<file path="config.mk">
export PLATFORM = sky130hd
export DESIGN_NAME = counter_seq_ctrl
export DESIGN_NICKNAME = d
export VERILOG_FILES = /design/src/rtl/counter_seq_ctrl.sv
export SDC_FILE = /design/constraint.sdc
export NUM_CORES = 1
export LEC_CHECK = 0
export CORE_UTILIZATION = 45
export DETAILED_ROUTE_END_ITERATION = 12
export DONT_BUFFER_PORTS = 1
export GPL_TIMING_DRIVEN = 0
export HOLD_SLACK_MARGIN = 0.05
export RECOVER_POWER = 25
export SLEW_MARGIN = 20
export SYNTH_ARGS = -nofsm -noshare
export SYNTH_HDL_FRONTEND = slang
export SYNTH_SLANG_ARGS = --single-unit
export TNS_END_PERCENT = 10
</file>
<file path="constraint.sdc">
create_clock -name clk -period 4.7 [get_ports clk]
set_input_delay 0.705 -clock clk [delete_from_list [all_inputs] [get_ports clk]]
set_output_delay 0.705 -clock clk [all_outputs]
set_load 0.02 [all_outputs]
</file>
<file path="src/rtl/counter_seq_ctrl.sv">
// counter_seq_ctrl: start/halt/pause sequencer for a prescaled up-counter with one-shot or auto-reload
module counter_seq_ctrl #(
  parameter int WIDTH  = 4,
  parameter int PSC_W  = 4,
  parameter int WRAP_W = 8
) (
  input  logic              clk,
  input  logic              rst,
  input  logic              start,
  input  logic              halt,
  input  logic              pause,
  input  logic              auto_reload,
  input  logic [WIDTH-1:0]  limit,
  input  logic [PSC_W-1:0]  psc,
  output logic [WIDTH-1:0]  cnt,
  output logic              busy,
  output logic              done,
  output logic [WRAP_W-1:0] wraps
);
  typedef enum logic [1:0] {IDLE, RUN, PAUSE, DONE} state_t;
  state_t state_q, state_d;
  logic [WIDTH-1:0] cnt_q, cnt_d, limit_q, limit_d;
  logic [PSC_W-1:0] pre_q, pre_d, psc_q, psc_d;
  logic [WRAP_W-1:0] wraps_q, wraps_d;
  logic done_q, done_d, auto_q, auto_d;
  logic adv, term;
  assign adv   = pre_q == psc_q;
  assign term  = cnt_q == limit_q;
  assign cnt   = cnt_q;
  assign busy  = (state_q == RUN) || (state_q == PAUSE);
  assign done  = done_q;
  assign wraps = wraps_q;
  // next state: halt beats everything, then pause, then the prescaled advance
  always_comb begin
    state_d = state_q;
    cnt_d   = cnt_q;
    pre_d   = pre_q;
    wraps_d = wraps_q;
    limit_d = limit_q;
    psc_d   = psc_q;
    auto_d  = auto_q;
    done_d  = 1'b0;
    if (halt) begin
      state_d = IDLE;
      cnt_d   = '0;
      pre_d   = '0;
    end else begin
      case (state_q)
        IDLE, DONE: if (start) begin
          state_d = RUN;
          limit_d = limit;
          psc_d   = psc;
          auto_d  = auto_reload;
          cnt_d   = '0;
          pre_d   = '0;
          wraps_d = '0;
        end
        RUN: if (pause) state_d = PAUSE;
          else if (!adv) pre_d = pre_q + 1'b1;
          else begin
            pre_d = '0;
            if (!term) cnt_d = cnt_q + 1'b1;
            else begin
              done_d = 1'b1;
              if (auto_q) begin
                cnt_d   = '0;
                wraps_d = &wraps_q ? wraps_q : wraps_q + 1'b1;
              end else state_d = DONE;
            end
          end
        PAUSE: if (!pause) state_d = RUN;
        default: state_d = IDLE;
      endcase
    end
  end
  // state and datapath registers, asynchronously cleared
  always_ff @(posedge clk or posedge rst) begin
    if (rst) begin
      state_q <= IDLE;
      cnt_q   <= '0;
      pre_q   <= '0;
      wraps_q <= '0;
      limit_q <= '0;
      psc_q   <= '0;
      auto_q  <= 1'b0;
      done_q  <= 1'b0;
    end else begin
      state_q <= state_d;
      cnt_q   <= cnt_d;
      pre_q   <= pre_d;
      wraps_q <= wraps_d;
      limit_q <= limit_d;
      psc_q   <= psc_d;
      auto_q  <= auto_d;
      done_q  <= done_d;
    end
  end
endmodule
</file>
==> impl_metrics.env, run 1 <==
export IMPL_via_per_inst=6.43
export IMPL_period_share=0.467
export IMPL_io_pins=28
export IMPL_power_per_cell_area_nw_per_um2=429
export IMPL_cts_resized=0
export IMPL_postSynthAreaPerCell_um2=10.4
export IMPL_cts_setup_buffers=0
export IMPL_hold_viol=0
export IMPL_rr_worst_depth=6
export IMPL_ys_flop_type="dfrtp_1"
export IMPL_vdd_drop_max_v=0.000301
export IMPL_r2r_slack_ns=2.51
export IMPL_grt_overflow=0
export IMPL_wl_per_cell_um=18.2
export IMPL_fmax_mhz=456
export IMPL_crit_end="wraps[1]"
export IMPL_mostFrequentLayoutCell="dfrtp_1"
export IMPL_critical_path_top_delay_family="compound AO/OA/AOI/OAI gates"
export IMPL_nets=201
export IMPL_power_frac_seq=0.437
export IMPL_syn_area_um2=1840
export IMPL_syn_nets=196
export IMPL_skew_ns=0.00806
export IMPL_multiInputGateArea_um2=1040
export IMPL_min_from="pause"
export IMPL_routed_wirelength_um=4180
export IMPL_post_place_ws_ns=2.54
export IMPL_start_util=0.484
export IMPL_synth_warnings=0
export IMPL_crit_path_max_incr_delay_ns=0.48
export IMPL_place_gp_congestion=0.826
export IMPL_grt_pass1_wl_um=7180
export IMPL_num_vias=1472
export IMPL_nFillCells=363
export IMPL_reg2reg_to="wraps[1]"
export IMPL_fp_dieH_um=65.9
export IMPL_htree_levels=1
export IMPL_synth_edf_count=0
export IMPL_leakagePower_nw=0.818
export IMPL_rsz0062_at_grt="false"
export IMPL_reg2reg_from="state_q[0]"
export IMPL_dr_first_iter_drc_count=142
export IMPL_critical_path_startpoint_type="register"
export IMPL_ys_ff_latch=28
export IMPL_diodes=0
export IMPL_die_area_um2=4340
export IMPL_core_um2=3800
export IMPL_area_delta_synth_final_pct=7.15
export IMPL_antenna_found_initial=0
export IMPL_fin_crit_ns=2.19
export IMPL_drv_slew=0
export IMPL_worstHoldPathCells=1
export IMPL_worstPathCellList="inv_1 -> ha_1 -> mux2i_1 -> a211oi_1 -> and3_1 -> a221o_1"
export IMPL_worstPathRequired_ns=4.88
export IMPL_tightest_slew_ns=1.04
export IMPL_clock_power_share=0.233
export IMPL_ctsHoldBuffers=0
export IMPL_critPathLaunch="state_q[0]"
export IMPL_dp_hpwl_um=2970
export IMPL_cp_num_buf_inv=1
export IMPL_maxSlewHeadroom=0.308
export IMPL_drc=0
export IMPL_combPwrFrac=0.330
export IMPL_seq_area_um2=701
export IMPL_ys_seq_area_frac=0.381
export IMPL_final_cell_mix="28 x dfrtp_1, 15 x nand2_1, 12 x mux2_2"
export IMPL_clk_latency_ns=0.29
export IMPL_cp_num_cells=6
export IMPL_ys_async_sr_fraction=1.00
export IMPL_drive_gt1_frac=0.199
export IMPL_cts_buffers=3
export IMPL_p_sw_frac=0.381
export IMPL_cp_arrival_ns=2.38
export IMPL_finalSetupTns_ns=0
export IMPL_grt_pass1_vias=1530
export IMPL_grt_util_all_layers=0.213
export IMPL_cts_tree="yes"
export IMPL_cap_viol_max_count=0
export IMPL_status="complete, no violations"
export IMPL_root_buffer="clkbuf_8"
export IMPL_internal_power_w=0.000523
export IMPL_synth_cells=177
export IMPL_slowest_stage="mux2i_1"
export IMPL_grt_start_max_net_pins=29
export IMPL_fp_dieW_um=65.9
export IMPL_hold_path_class="in2reg"
export IMPL_io_buffer_count=0
export IMPL_fin_ws_ns=2.51
export IMPL_dr_pass1_iters=4
export IMPL_setup_violations=0
export IMPL_ys_types=51
export IMPL_postLayoutCoreUtil=0.518
export IMPL_ant_nets=0
export IMPL_clock_sinks=28
export IMPL_p_switching_w=0.000322
export IMPL_row_count=22
export IMPL_end_kind="register"
export IMPL_clk_path_buf_depth=2
export IMPL_critPathKind="reg2reg"
export IMPL_clk_pin_slew_worst_paths_ns=0.11
export IMPL_crit_fanout=7
-- worst min-delay path by stage --
stage / end / slack [ns]
after floorplan: psc_q[0] / 0.50
after global placement: limit_q[3] / 0.51
after detailed placement: psc_q[0] / 0.52
after CTS: done / 0.48
after global routing: done / 0.47
final: done / 0.48
-- stage by stage --
step	cells	hold slack (ns)	power (W)	area, um^2
detailed placement	225	0.519	0.000650	1900
CTS	229	0.477	0.000848	1970
global route	229	0.471	0.000896	1970
finish	229	0.479	0.000845	1970
floorplan	177	0.500	0.000589	1840
global placement	225	0.510	0.000638	1900
-- flip-flops by register name (all words and copies together) (netlist names) --
register	cells
wraps	8
cnt	4
limit_q	4
pre_q	4
psc_q	4
state_q	2
auto_q	1
done	1
-- power groups by stage --
stage | clock network [W] | registers, W | logic (W)
after global placement | 0 | 0.000370 | 0.000268
after detailed placement | 0 | 0.000373 | 0.000277
after global routing | 0.000209 | 0.000377 | 0.000310
after floorplan | 0 | 0.000358 | 0.000231
after CTS | 0.000201 | 0.000368 | 0.000280
final | 0.000197 | 0.000369 | 0.000279
-- synthesized netlist by cell type, drive strengths merged, types with 3 or more instances --
| cell | count | area, um^2 |
|---|---|---|
| a2111oi | 5 | 43.8 |
| a211oi | 4 | 30.0 |
| a21oi | 7 | 38.8 |
| a31oi | 3 | 18.8 |
| a41oi | 3 | 26.3 |
| and3 | 10 | 63.8 |
| buf | 6 | 55.1 |
| dfrtp | 28 | 701 |
| ha | 5 | 62.6 |
| inv | 8 | 30.0 |
| mux2 | 12 | 135 |
| nand2 | 15 | 56.3 |
| nand2b | 3 | 18.8 |
| nand3 | 6 | 42.5 |
| nand3b | 3 | 22.5 |
| nand4 | 3 | 18.8 |
| nor2 | 3 | 11.3 |
| nor3b | 3 | 22.5 |
| nor4 | 3 | 31.3 |
| o21ai | 5 | 25.0 |
| o311ai | 3 | 33.8 |
| xor2 | 8 | 70.1 |
-- cell families after synthesis --
logic type | Yosys count | synth area share
multiplexers | 14 | 0.0844
flip-flops | 28 | 0.381
AND/OR/NAND/NOR | 59 | 0.200
AO/OA/AOI/OAI | 47 | 0.212
adder cells (fa/ha/maj) | 5 | 0.0340
XOR/XNOR | 8 | 0.0381
buffers and inverters | 16 | 0.0504
-- routing by layer --
metal | vias up | wire [um] | track usage
li1 | 698 | - | -
met1 | 724 | 1850 | 0.262
met2 | 48 | 2070 | 0.365
met3 | 2 | 240 | 0.0534
met4 | 0 | 22 | 0.0625
met5 | - | 0 | 0
-- worst reg2reg max path, delay by kind of cell (launching register included) --
family | cells | cell delay [ns]
AOI/OAI and AO/OA | 2 | 0.52
buffers and inverters | 1 | 0.08
muxes | 1 | 0.48
and+or+nand+nor | 1 | 0.24
DFF | 1 | 0.40
adders and majority gates | 1 | 0.38
-- area by class of cell --
cell class / count / share of cell area
inverter: 8 / 0.0152
tap: 48 / 0.0305
clock inverter: 1 / 0.0152
buffer: 8 / 0.0318
sequential: 28 / 0.356
clock buffer: 3 / 0.0210
multi-input combinational: 133 / 0.530
(Power assumes the default switching activity.)
==> inputs of run 2 (changes only) <==
clock period = 2 ns   (was 4.7 ns; I/O delays follow)
==> impl_metrics.env, run 2 (synthesis gave the netlist of run 1 again) <==
export IMPL_status="complete, no violations"
export IMPL_diodes=0
export IMPL_internal_power_w=0.00128
export IMPL_postPlaceCellArea_um2=1900
export IMPL_clk_latency_ns=0.29
export IMPL_antenna_found_initial=0
export IMPL_crit_fanout=5
export IMPL_reg2reg_from="cnt[1]"
export IMPL_use_met2=0.365
export IMPL_wl_per_cell_um=18.6
export IMPL_vdd_drop_max_v=0.000668
export IMPL_skew_ns=0.00948
export IMPL_fin_crit_ns=1.91
export IMPL_seq_area_um2=707
export IMPL_fp_dieH_um=65.9
export IMPL_cts_tree="yes"
export IMPL_htree_levels=1
export IMPL_grt_start_max_net_pins=29
export IMPL_maxSlewHeadroom=0.302
export IMPL_root_buffer="clkbuf_8"
export IMPL_multiInputGateArea_um2=1120
export IMPL_power_frac_seq=0.418
export IMPL_num_vias=1507
export IMPL_grt_use_met3=0.0534
export IMPL_dr_first_iter_drc_count=178
export IMPL_r2r_slack_ns=0.09
export IMPL_place_gp_congestion=0.826
export IMPL_worstHoldPathCells=1
export IMPL_row_count=22
export IMPL_dp_hpwl_um=2970
export IMPL_final_cell_mix="23 x dfrtp_1, 15 x nand2_1, 12 x mux2_2"
export IMPL_p_sw_frac=0.387
export IMPL_clock_sinks=28
export IMPL_ant_nets=0
export IMPL_rr_worst_depth=4
export IMPL_min_to="done"
export IMPL_io_buffer_count=0
export IMPL_dr_pass1_iters=4
export IMPL_fp_dieW_um=65.9
export IMPL_via_per_inst=6.52
export IMPL_drv_slew=0
export IMPL_worstPathCellList="xor2_1 -> or4_4 -> o311ai_2 -> mux2_2"
export IMPL_worstPathRequired_ns=2.22
export IMPL_cp_arrival_ns=2.13
export IMPL_cap_viol_max_count=0
export IMPL_leakagePower_nw=0.831
export IMPL_mostFrequentLayoutCell="dfrtp_1"
export IMPL_die_area_um2=4340
export IMPL_start_util=0.484
export IMPL_grt_overflow=0
export IMPL_fin_ws_ns=0.0878
export IMPL_clk_path_buf_depth=2
export IMPL_hold_path_class="in2reg"
export IMPL_area_delta_synth_final_pct=13.0
export IMPL_tightest_slew_ns=1.05
export IMPL_nFillCells=351
export IMPL_routed_wirelength_um=4290
export IMPL_core_um2=3800
export IMPL_cp_num_buf_inv=0
export IMPL_nets=203
export IMPL_min_from="pause"
export IMPL_reg2reg_to="cnt[0]"
export IMPL_slowest_stage="or4_4"
export IMPL_hold_viol=0
export IMPL_drc=0
export IMPL_post_place_ws_ns=-0.156
export IMPL_p_switching_w=0.000809
export IMPL_power_per_cell_area_nw_per_um2=1010
export IMPL_crit_path_max_incr_delay_ns=0.60
export IMPL_critical_path_top_delay_family="simple AND/OR/NAND/NOR gates"
export IMPL_cts_buffers=3
export IMPL_end_kind="register"
export IMPL_fmax_mhz=523
export IMPL_critical_path_startpoint_type="register"
export IMPL_clk_pin_slew_worst_paths_ns=0.11
export IMPL_critPathKind="reg2reg"
export IMPL_period_share=0.956
export IMPL_grt_met1_usage=0.264
export IMPL_grt_pass1_vias=1527
export IMPL_grt_pass1_wl_um=7200
export IMPL_combPwrFrac=0.361
export IMPL_setup_violations=0
export IMPL_drive_gt1_frac=0.279
export IMPL_design_area_um2=2080
export IMPL_rsz0062_at_grt="true"
export IMPL_largest_reg_flops=8
export IMPL_grt_util_all_layers=0.214
export IMPL_busiest_layer="met2"
export IMPL_clock_power_share=0.221
export IMPL_io_pins=28
==> run 2: cell types whose count changed in the layout (fill, tap and decap cells not counted), moves of 2 or more <==
cell | before | now
dfrtp_1 | 28 | 23
nor4_4 | 0 | 2
dfrtp_2 | 0 | 5
buf_4 | 0 | 2
==> run 2: layout make-up <==
type / instances / share of cell area
Clock inverter: 1 / 0.0145
Inverter: 8 / 0.0145
Tap cell: 48 / 0.0289
Buffer: 8 / 0.0319
Clock buffer: 3 / 0.0199
Multi-Input combinational cell: 133 / 0.542
Sequential cell: 28 / 0.340
Timing Repair Buffer: 2 / 0.00843
==> run 2: layer usage <==
metal  vias to the layer above  share of wire
li1                        702              -
met1                       752           0.44
met2                        48           0.50
met3                         5          0.054
met4                         0          0.011
met5                         -              0
==> run 2: worst register-to-register path: cells and delay by family, from the launching register on <==
kind	cells	cell delay, ns
AO/OA/AOI/OAI	1	0.33
flip-flops	1	0.49
XOR/XNOR	1	0.22
multiplexers	1	0.21
AND/OR/NAND/NOR	1	0.60
==> run 2: worst max path at each step <==
stage	to	slack [ns]	from	cells past startpoint
2_1_floorplan	cnt[0]	0.11	state_q[0]	6
3_3_place_gp	wraps[1]	-0.13	state_q[0]	6
3_5_place_dp	wraps[1]	-0.16	state_q[0]	6
4_1_cts	wraps[0]	-0.08	state_q[0]	7
5_1_grt	wraps[4]	-0.06	wraps[1]	5
6_report	cnt[0]	0.09	cnt[1]	4
==> run 2: power groups by stage <==
stage          combinational (W)  sequential (W)  clock [W]
2_1_floorplan           0.000543        0.000840          0
6_report                0.000755        0.000872   0.000462
4_1_cts                 0.000686        0.000864   0.000473
5_1_grt                 0.000826        0.000892   0.000492
3_3_place_gp            0.000630        0.000869          0
3_5_place_dp            0.000652        0.000876          0
==> run 2: what timing repair did <==
item | in CTS | in global routing
endpoints found under the hold margin | 0 | 28
hold buffers | 0 | 1
buffers inserted | 0 | 1
resized for setup | 4 | 20
setup endpoints to repair | 14 | 17
pin swaps | 1 | 5
==> run 2: metrics by stage <==
step	util	setup TNS (ns)	power, W	hold WS [ns]	instances
global route	0.547	-0.0818	0.00221	0.0657	231
finish	0.547	0	0.00209	0.0730	231
floorplan	-	0	0.00138	0.365	177
CTS	0.525	-0.203	0.00202	0.0723	229
detailed placement	0.500	-0.926	0.00153	0.385	225
global placement	0.500	-0.660	0.00150	0.386	225
